--- config.mk ---
export PLATFORM = sky130hd
export DESIGN_NAME = div_sched
export DESIGN_NICKNAME = d
export VERILOG_FILES = /design/src/rtl/div_sched_pkg.sv /design/src/rtl/div_iter_step.sv /design/src/rtl/div_sched.sv
export SDC_FILE = /design/constraint.sdc
export NUM_CORES = 1
export LEC_CHECK = 0
export BUFFER_PORTS_ARGS = -buffer_cell sky130_fd_sc_hd__buf_2
export CAP_MARGIN = 20
export CORE_AREA = 3 3 147 149
export CTS_BUF_LIST = sky130_fd_sc_hd__clkbuf_8
export CTS_CLUSTER_SIZE = 8
export DETAILED_ROUTE_END_ITERATION = 16
export DIE_AREA = 0 0 150 152
export GPL_TIMING_DRIVEN = 0
export PLACE_DENSITY = 0.77
export SLEW_MARGIN = 20
export SYNTH_ARGS = -nofsm -noshare
export SYNTH_HDL_FRONTEND = slang
export SYNTH_SLANG_ARGS = --single-unit
--- constraint.sdc ---
create_clock -name clk -period 3 [get_ports clk]
set_input_delay 0.3 -clock clk [delete_from_list [all_inputs] [get_ports clk]]
set_output_delay 0.3 -clock clk [all_outputs]
set_load 0.02 [all_outputs]
--- src/rtl/div_sched_pkg.sv ---
// Shared constants for the EX-stage divider controller.
//
// Contents:
//   DIV_IDLE / DIV_ITER / DIV_FIX / DIV_DONE : 2-bit FSM state encodings
//   DIV_OP_Size                              : width of the op field (2)
//   DIV_OP_MOD / DIV_OP_SIGNED               : bit positions inside the op field
//   DIV_ITER_CNT                             : quotient bits produced (32)
//   neg32()                                  : two's-complement negate, modulo 2^32
//
// Optional feature macro used by div_sched: DIV_ZERO_EARLY_EN.
package div_sched_pkg;

  localparam int DATA_W       = 32;
  localparam int DIV_OP_Size  = 2;
  localparam int DIV_ITER_CNT = 32;
  localparam int CNT_W        = 5;

  // Bit positions inside req_op.
  localparam int DIV_OP_MOD    = 1;
  localparam int DIV_OP_SIGNED = 0;

  localparam logic [1:0] DIV_IDLE = 2'd0;
  localparam logic [1:0] DIV_ITER = 2'd1;
  localparam logic [1:0] DIV_FIX  = 2'd2;
  localparam logic [1:0] DIV_DONE = 2'd3;

  function automatic logic [DATA_W-1:0] neg32(input logic [DATA_W-1:0] v);
    return ~v + 32'd1;
  endfunction

endpackage

--- src/rtl/div_iter_step.sv ---
// One restoring-division step, purely combinational.
//
// Ports:
//   rq_in   in  64 : current {rem, quo} pair
//   divisor in  32 : unsigned divisor magnitude
//   rq_out  out 64 : {rem, quo} after shift, trial subtract and quotient-bit set
module div_iter_step
  import div_sched_pkg::*;
(
  input  logic [2*DATA_W-1:0] rq_in,
  input  logic [DATA_W-1:0]   divisor,
  output logic [2*DATA_W-1:0] rq_out
);

  // The shifted partial remainder needs 33 bits: bit 63 of the pair moves into
  // bit 32 rather than being dropped. One more bit on top holds the borrow.
  logic [DATA_W:0]   rem_sh;
  logic [DATA_W+1:0] diff;
  logic              ge;

  assign rem_sh = rq_in[2*DATA_W-1:DATA_W-1];
  assign diff   = {1'b0, rem_sh} - {2'b00, divisor};
  assign ge     = ~diff[DATA_W+1];

  // When the subtract succeeds the difference is below the divisor, so its low
  // 32 bits are the full new remainder.
  assign rq_out = {(ge ? diff[DATA_W-1:0] : rem_sh[DATA_W-1:0]),
                   rq_in[DATA_W-2:0], ge};

endmodule

--- src/rtl/div_sched.sv ---
// Multi-cycle controller for the shared 32-bit divider (div.w/mod.w/div.wu/mod.wu).
// Runs a restoring divide one quotient bit per cycle, applies the sign fix-up
// and the divide-by-zero rule, then holds the result until downstream takes it.
//
// Ports:
//   clk        in  1  : clock
//   reset      in  1  : synchronous, active-high reset
//   flush      in  1  : synchronous cancel of in-flight or held operation
//   req_valid  in  1  : EX holds a valid divide/mod op
//   req_op     in  2  : bit1 = mod/div, bit0 = signed/unsigned
//   req_src1   in  32 : dividend
//   req_src2   in  32 : divisor
//   req_ready  out 1  : request accepted on an edge with req_valid && req_ready
//   res_valid  out 1  : result available
//   res_data   out 32 : quotient or remainder, chosen by the latched op
//   res_ready  in  1  : downstream accepts the result
//   busy       out 1  : state is not IDLE
//   dbg_state  out 2  : current FSM state (debug)
//
// Macro: DIV_ZERO_EARLY_EN -- when defined, a divide by zero skips ITER and
// goes straight from accept to FIX.
//
// Handshake: both sides are valid/ready. A request transfers on an edge where
// req_valid && req_ready && !flush; a result transfers on an edge where
// res_valid && res_ready && !flush. res_valid never drops and res_data never
// changes before its transfer except by flush or reset.
module div_sched
  import div_sched_pkg::*;
(
  input  logic                   clk,
  input  logic                   reset,
  input  logic                   flush,
  input  logic                   req_valid,
  input  logic [DIV_OP_Size-1:0] req_op,
  input  logic [DATA_W-1:0]      req_src1,
  input  logic [DATA_W-1:0]      req_src2,
  output logic                   req_ready,
  output logic                   res_valid,
  output logic [DATA_W-1:0]      res_data,
  input  logic                   res_ready,
  output logic                   busy,
  output logic [1:0]             dbg_state
);

  logic [1:0]             state;
  logic [CNT_W-1:0]       cnt;
  logic [DIV_OP_Size-1:0] op_q;
  logic                   s1_q;
  logic                   s2_q;
  logic                   dz_q;
  logic [DATA_W-1:0]      src1_q;
  logic [DATA_W-1:0]      dvsr_q;
  logic [2*DATA_W-1:0]    rq_q;
  logic [2*DATA_W-1:0]    rq_next;
  logic [DATA_W-1:0]      res_data_q;

  logic              accept;
  logic              req_signed;
  logic              s1_in;
  logic              s2_in;
  logic              dz_in;
  logic [DATA_W-1:0] abs1_in;
  logic [DATA_W-1:0] abs2_in;
  logic [1:0]        accept_state;
  logic [DATA_W-1:0] quo_fix;
  logic [DATA_W-1:0] rem_fix;
  logic [DATA_W-1:0] result;

  assign req_ready = (state == DIV_IDLE) || (state == DIV_DONE && res_ready);
  assign accept    = req_valid && req_ready && !flush;
  assign res_valid = (state == DIV_DONE);
  assign res_data  = res_data_q;
  assign busy      = (state != DIV_IDLE);
  assign dbg_state = state;

  assign req_signed = req_op[DIV_OP_SIGNED];
  assign s1_in      = req_src1[DATA_W-1] & req_signed;
  assign s2_in      = req_src2[DATA_W-1] & req_signed;
  assign dz_in      = (req_src2 == '0);
  assign abs1_in    = s1_in ? neg32(req_src1) : req_src1;
  assign abs2_in    = s2_in ? neg32(req_src2) : req_src2;

`ifdef DIV_ZERO_EARLY_EN
  assign accept_state = dz_in ? DIV_FIX : DIV_ITER;
`else
  assign accept_state = DIV_ITER;
`endif

  div_iter_step u_step (
    .rq_in   (rq_q),
    .divisor (dvsr_q),
    .rq_out  (rq_next)
  );

  // Sign fix-up; 0x80000000 / -1 wraps to 0x80000000 remainder 0 on its own.
  always_comb begin
    quo_fix = (s1_q ^ s2_q) ? neg32(rq_q[DATA_W-1:0]) : rq_q[DATA_W-1:0];
    rem_fix = s1_q ? neg32(rq_q[2*DATA_W-1:DATA_W]) : rq_q[2*DATA_W-1:DATA_W];
    if (dz_q) begin
      quo_fix = '1;
      rem_fix = src1_q;
    end
    result = op_q[DIV_OP_MOD] ? rem_fix : quo_fix;
  end

  always_ff @(posedge clk) begin
    if (reset) begin
      state      <= DIV_IDLE;
      cnt        <= '0;
      op_q       <= '0;
      s1_q       <= 1'b0;
      s2_q       <= 1'b0;
      dz_q       <= 1'b0;
      src1_q     <= '0;
      dvsr_q     <= '0;
      rq_q       <= '0;
      res_data_q <= '0;
    end else if (flush) begin
      state <= DIV_IDLE;
    end else begin
      case (state)
        DIV_IDLE, DIV_DONE: begin
          if (accept) begin
            state  <= accept_state;
            cnt    <= CNT_W'(DIV_ITER_CNT - 1);
            op_q   <= req_op;
            s1_q   <= s1_in;
            s2_q   <= s2_in;
            dz_q   <= dz_in;
            src1_q <= req_src1;
            dvsr_q <= abs2_in;
            rq_q   <= {{DATA_W{1'b0}}, abs1_in};
          end else if (state == DIV_DONE && res_ready) begin
            state <= DIV_IDLE;
          end
        end
        DIV_ITER: begin
          rq_q <= rq_next;
          if (cnt == '0) begin
            state <= DIV_FIX;
          end else begin
            cnt <= cnt - 1'b1;
          end
        end
        DIV_FIX: begin
          res_data_q <= result;
          state      <= DIV_DONE;
        end
        default: state <= DIV_IDLE;
      endcase
    end
  end

endmodule
* Word level (Yosys, flattened, before mapping)
Cells that the tools add are included.
Operators by class: add/subtract/negate cells 6, eq/ne operators 7, mux-type cells 17, bitwise operators 9, reduce and logical (&&, ||, !) cells 17
Operators with widths (number):
- two-way mux 32 bit | 8
- adder 32 x 1 -> 32 bit (second input constant) | 4
- inverter 32 bit | 4
- case mux 64 bit (2 select lines) | 1
- two-way mux 64 bit | 1
- subtractor 33 x 32 -> 34 bit | 1
- zero test 32 bit | 1
- two-way mux 5 bit | 2
- case mux 5 bit (2 select lines) | 1
- two-way mux 2 bit | 3
- inequality test 2 bit (second input constant) | 3
- case mux 2 bit (3 select lines) | 1
- AND reduction 3 bit | 2
- zero test 5 bit | 1
- subtractor 5 x 1 -> 5 bit (second input constant) | 1
- == test 2 bit (second input constant) | 2
- AND reduction 2 bit | 2
- AND reduction 4 bit | 1
- nonzero test 2 bit | 2
- OR reduction 2 bit | 2
- logical AND 1 bit | 3
- inequality test 3 bit (second input constant) | 1
- bitwise AND 1 bit | 2
- == test 2 x 1 -> 1 bit (second input constant) | 1
- 5 further kinds | 6
Word-level totals: register bits after elaboration 172, bits of input ports 71, output and inout bits 37, logic and storage cells 66

* Depth between registers and ports, before layout
depth in word-level cells 7, mapped depth 14, depth with buffers taken out 13

* Modules after synthesis
Synthesis repeated with hierarchy kept, for this count alone.
Unflattened totals: cell total of the unflattened synthesis 1724, area, all modules 12530.8 µm²
Modules (own cells, without submodules):
- div_sched | times used 1, cells each 1320, area an instance 9917.0 µm², seq. area each 3423.3 µm²
- div_iter_step | times used 1, cells each 404, area an instance 2613.8 µm², seq. area each 0.0 µm²

* Worst setup path before layout
OpenSTA, ideal clock, no wires.
path kind register to register, from register rq_q[35], to register rq_q[0], library setup time 0.137 ns, data arrival time 2.953 ns, data required time 2.863 ns, setup slack -0.090 ns, stages on the path, launching flop included 13, buffers on the path 3, clock period less this slack 3.090 ns, cell sequence dfxtp_1 ha_1 clkbuf_1 a21oi_1 nand2_1 a31o_2 a2111oi_0 o21a_1 a21oi_1 buf_1 buf_2 mux2i_1 a211oi_1
Between the ends: word-level cells in the longest chain between the ends 3
RTL lines:
- start, declared | line div_sched.sv:53 | logic [2*DATA_W-1:0] rq_q;
- start signal, assigned | line div_sched.sv:132 | rq_q <= {{DATA_W{1'b0}}, abs1_in};
- start signal, assigned | line div_sched.sv:138 | rq_q <= rq_next;
- subtractor 33 x 32 -> 34 bit | line div_iter_step.sv:22 | assign diff = {1'b0, rem_sh} - {2'b00, divisor};
- inverter 1 bit | line div_iter_step.sv:23 | assign ge = ~diff[DATA_W+1];
- case mux 64 bit (2 select lines) | line div_sched.sv:121 | case (state)
Every way passes these cells. A chain may end at the register's enable or synchronous reset.

* Final worst setup path
from register rq_q[32], to register res_data_q[15] (netlist: res_data[15])
Between the ends: word-level cells in the longest chain between the ends 5
RTL lines:
- inverter 32 bit | line div_sched_pkg.sv:28 | return ~v + 32'd1;
- adder 32 x 1 -> 32 bit | line div_sched_pkg.sv:28
- two-way mux 32 bit | line div_sched.sv:98 | rem_fix = s1_q ? neg32(rq_q[2*DATA_W-1:DATA_W]) : rq_q[2*DATA_W-1:DATA_W];
- two-way mux 32 bit | line div_sched.sv:99 | if (dz_q) begin
- two-way mux 32 bit | line div_sched.sv:103 | result = op_q[DIV_OP_MOD] ? rem_fix : quo_fix;
- end signal, assigned | line div_sched.sv:146 | res_data_q <= result;
- end, declared | line div_sched.sv:55 | logic [DATA_W-1:0] res_data_q;
Every way passes these cells.

==> results.tsv <==
stage	metric	value	unit
clock_tree	cts_buffers	17	
die	die_h	152	um
sta	fin_crit	3.119	ns
drt	vias	11757	
die	io_pins	108	
sta	fin_skew	0.01209	ns
die	die_w	150	um
layout	final_cell_mix	258 x nand2_1, 165 x a21oi_1, 161 x dfxtp_1	
sta	timing.slew.headroom	0.4079	
die	coreArea	20300	um^2
layout	stdcell_area	12960	um^2
setup_path	crit_path_start_kind	flop	
placed_design	gp_congestion	1.019	
layout	syn2layout_area_growth	15.60	%
setup_path	critPathArrivalTime	3.47	ns
sta	fin_hold_ws	0.07243	ns
pwr	power_density	436.1	nW/um^2
clock_tree	clk_path_buf_depth	2	
setup_path	path_delay_family	compound AO/OA/AOI/OAI gates	
setup_path	cp_slowest_cell	o31ai_1	
clock_tree	cts_max_level	4	
sta	drv_slew	0	
setup_path	r2r_setup_slack	-0.12	ns
setup_path	cpPeakStageDelay	0.69	ns
logic_synthesis	yosys.area.top_type_share	0.3053	
clock_tree	cts_sinks	171	
grt	grt_pass1_vias	10807	
setup_path	path_cells	buf_4, nor4_1, nand2_1, o31ai_1, and2_1, xnor2_1, a221o_1, o221ai_1, a21oi_1	
setup_path	reg2reg_to	res_data[15]	
logic_synthesis	ys_types	61	
pwr	leakagePower	5.014	nW
pwr	power_frac_comb	0.237	
worst_hold_path	hp-class	in2reg	
layout	layout_commonest_cell	nand2_1	
die	row_count	52	
placed_design	io_buffers	107	
layout	drive_above_1_share	0.1367	
grt	grt_use_total	0.3169	
pwr	switching_power	1.823	mW
setup_path	critical_path_buf_inv_count	1	
logic_synthesis	syn_avg_cell_area	7.420	um^2
sta	fin_crit_sh	1.040	
logic_synthesis	netlist_area	11210	um^2
logic_synthesis	ys.flop_type	dfxtp_1	
grt	grt_start_max_net_pins	17	
setup_path	cp.required	3.35	ns
clock_tree	clkTransAtPathRegs	0.09	ns
sta	tightest_slew	0.8851	ns
grt	grt_pass1_wl	58020	um
drt	drt-initial-drc-count	1153	
sta	fmax	320.7	MHz
logic_synthesis	synth_area_leaders	dfxtp_1 31%, nand2_1 8.6%, a21oi_1 7.6%, xnor2_1 5.9%, xor2_1 5.3%	
pwr	pwr-share-clk	0.330	
pwr	vdd_drop_max	0.2502	mV
drt	via_per_inst	6.092	
sta	hold_viol	0	
grt	overflow	0	
clock_tree	cts_tree	built	
die	floorplan.initialDensity	0.5523	
run_status	violations	setup timing	
worst_hold_path	hold_end	dbg_state[0]	
sta	tns	-0.2776	ns
clock_tree	clock_latency	0.49	ns
clock_tree	cts_hold_buf	0	
sta	setup-violations-final	3	
placed_design	dpl-instance-area	12110	um^2
worst_hold_path	hp-start	flush	
logic_synthesis	yosys.area.top_type	dfxtp_1	
setup_path	path_max_fanout	7	
die	dieArea	22800	um^2
run	cap_violations	0	
setup_path	crit_type	reg2reg	
pwr	p_sw_frac	0.3225	
setup_path	rr_startpoint	rq_q[32]	
grt	grt_antenna_before_repair	0	
setup_path	r2r_cells	9	
worst_hold_path	min_path_cells	2	
logic_synthesis	syn_inst	1511	
drt	post_drt_wl_per_cell	19.16	um
logic_synthesis	ys_ff_latch	171	
drt	drt-total-wl	36970	um
logic_synthesis	yosys_warnings	0	
sta	worst_slack	-0.1186	ns
run_status	status	finished, violations left	
placed_design	dpl.hpwl	27810	um
sta	rsz0062_at_grt	true	
pwr	p_total	5.652	mW
pwr	intPower	3.829	mW
logic_synthesis	synth_edf_count	0	
setup_path	endpoint_kind	flop	
drt	drc	0	
logic_synthesis	synthArstFlopShare	0	
layout	fin_util	0.6385	
layout	finalNetCount	1763	
pwr	seqPwrFrac	0.433	
clock_tree	root_buffer	clkbuf_8	
drt	drtPass1Iterations	5	
logic_synthesis	synth_nets	1625	
layout	diodes	0	
logic_synthesis	ys_seq_area_frac	0.3053	
drt	drtAntennaViolNets	0	
repair_timing:
| item | CTS | global route |
|---|---|---|
| pin swaps | 11 | 12 |
| setup endpoints to repair | 64 | 67 |
| setup buffers | 7 | 9 |
| resized for setup | 38 | 48 |
| endpoints found under the hold margin | 0 | 0 |
kinds of logic (layout without fill, tap and decap cells):
logic type,Yosys count,count (layout),synth area share
simple gates,516,516,0.2062
fa+ha+maj,43,43,0.04865
mux,20,20,0.01785
compound gates,464,464,0.2583
flops,171,171,0.3053
xor+xnor,143,143,0.1117
buf+inv,154,303,0.05189
power groups by stage:
stage	registers, mW	clock network, mW	logic [mW]
CTS	2.44	1.86	1.27
floorplan	2.47	0	0.856
finish	2.45	1.87	1.34
global route	2.46	1.94	1.47
detailed placement	2.50	0	1.23
global placement	2.49	0	1.21
synth_stat cells (18+ instances only):
library cell	instances
o21ai_0	117
a21o_1	18
inv_1	60
a211oi_1	31
nor2_1	116
nor3_1	20
nand3_1	24
o31ai_1	23
nand2_1	258
ha_1	42
dfxtp_1	171
xnor2_1	75
a21oi_1	170
clkbuf_1	86
xor2_1	68
mux2i_1	20
area by class of cell:
type | instances | area [um^2]
Clock buffer | 20 | 275.3
Timing Repair Buffer | 124 | 660.6
Sequential cell | 171 | 3446
Inverter | 60 | 234.0
Clock inverter | 10 | 165.2
Fill cell | 1836 | 7338
Multi-Input combinational cell | 1186 | 7476
Buffer | 89 | 366.6
Tap cell | 270 | 337.8
flip-flops by register name, indices dropped and copies added (netlist names):
name	flops
cnt	5
dbg_state	2
dvsr_q	32
dz_q	1
op_q	1
res_data	32
rq_q	64
s1_q	1
s2_q	1
src1_q	32
through the flow:
| step | std cells | setup WS, ns |
|---|---|---|
| 3_3_place_gp | 1888 | -0.8422 |
| 3_5_place_dp | 1889 | -0.8624 |
| 2_1_floorplan | 1511 | 0.006654 |
| 6_report | 1930 | -0.1186 |
| 5_1_grt | 1930 | -0.1813 |
| 4_1_cts | 1924 | -0.1423 |
per-layer routing:
layer | GRT usage | routed length (um)
met5 | 0 | 0
met4 | 0.1255 | 1489
met3 | 0.05928 | 3627
met2 | 0.4948 | 16560
met1 | 0.4321 | 15290
worst max-delay path by stage:
stage / to / cells past startpoint / startpoint
2_1_floorplan: rq_q[30] / 9 / req_src1[9]
3_3_place_gp: rq_q[49] / 12 / rq_q[35]
3_5_place_dp: rq_q[49] / 13 / rq_q[35]
4_1_cts: res_data[30] / 11 / rq_q[32]
5_1_grt: res_data[30] / 9 / rq_q[43]
6_report: res_data[15] / 9 / rq_q[32]
Power figures use the tool's default switching activity.
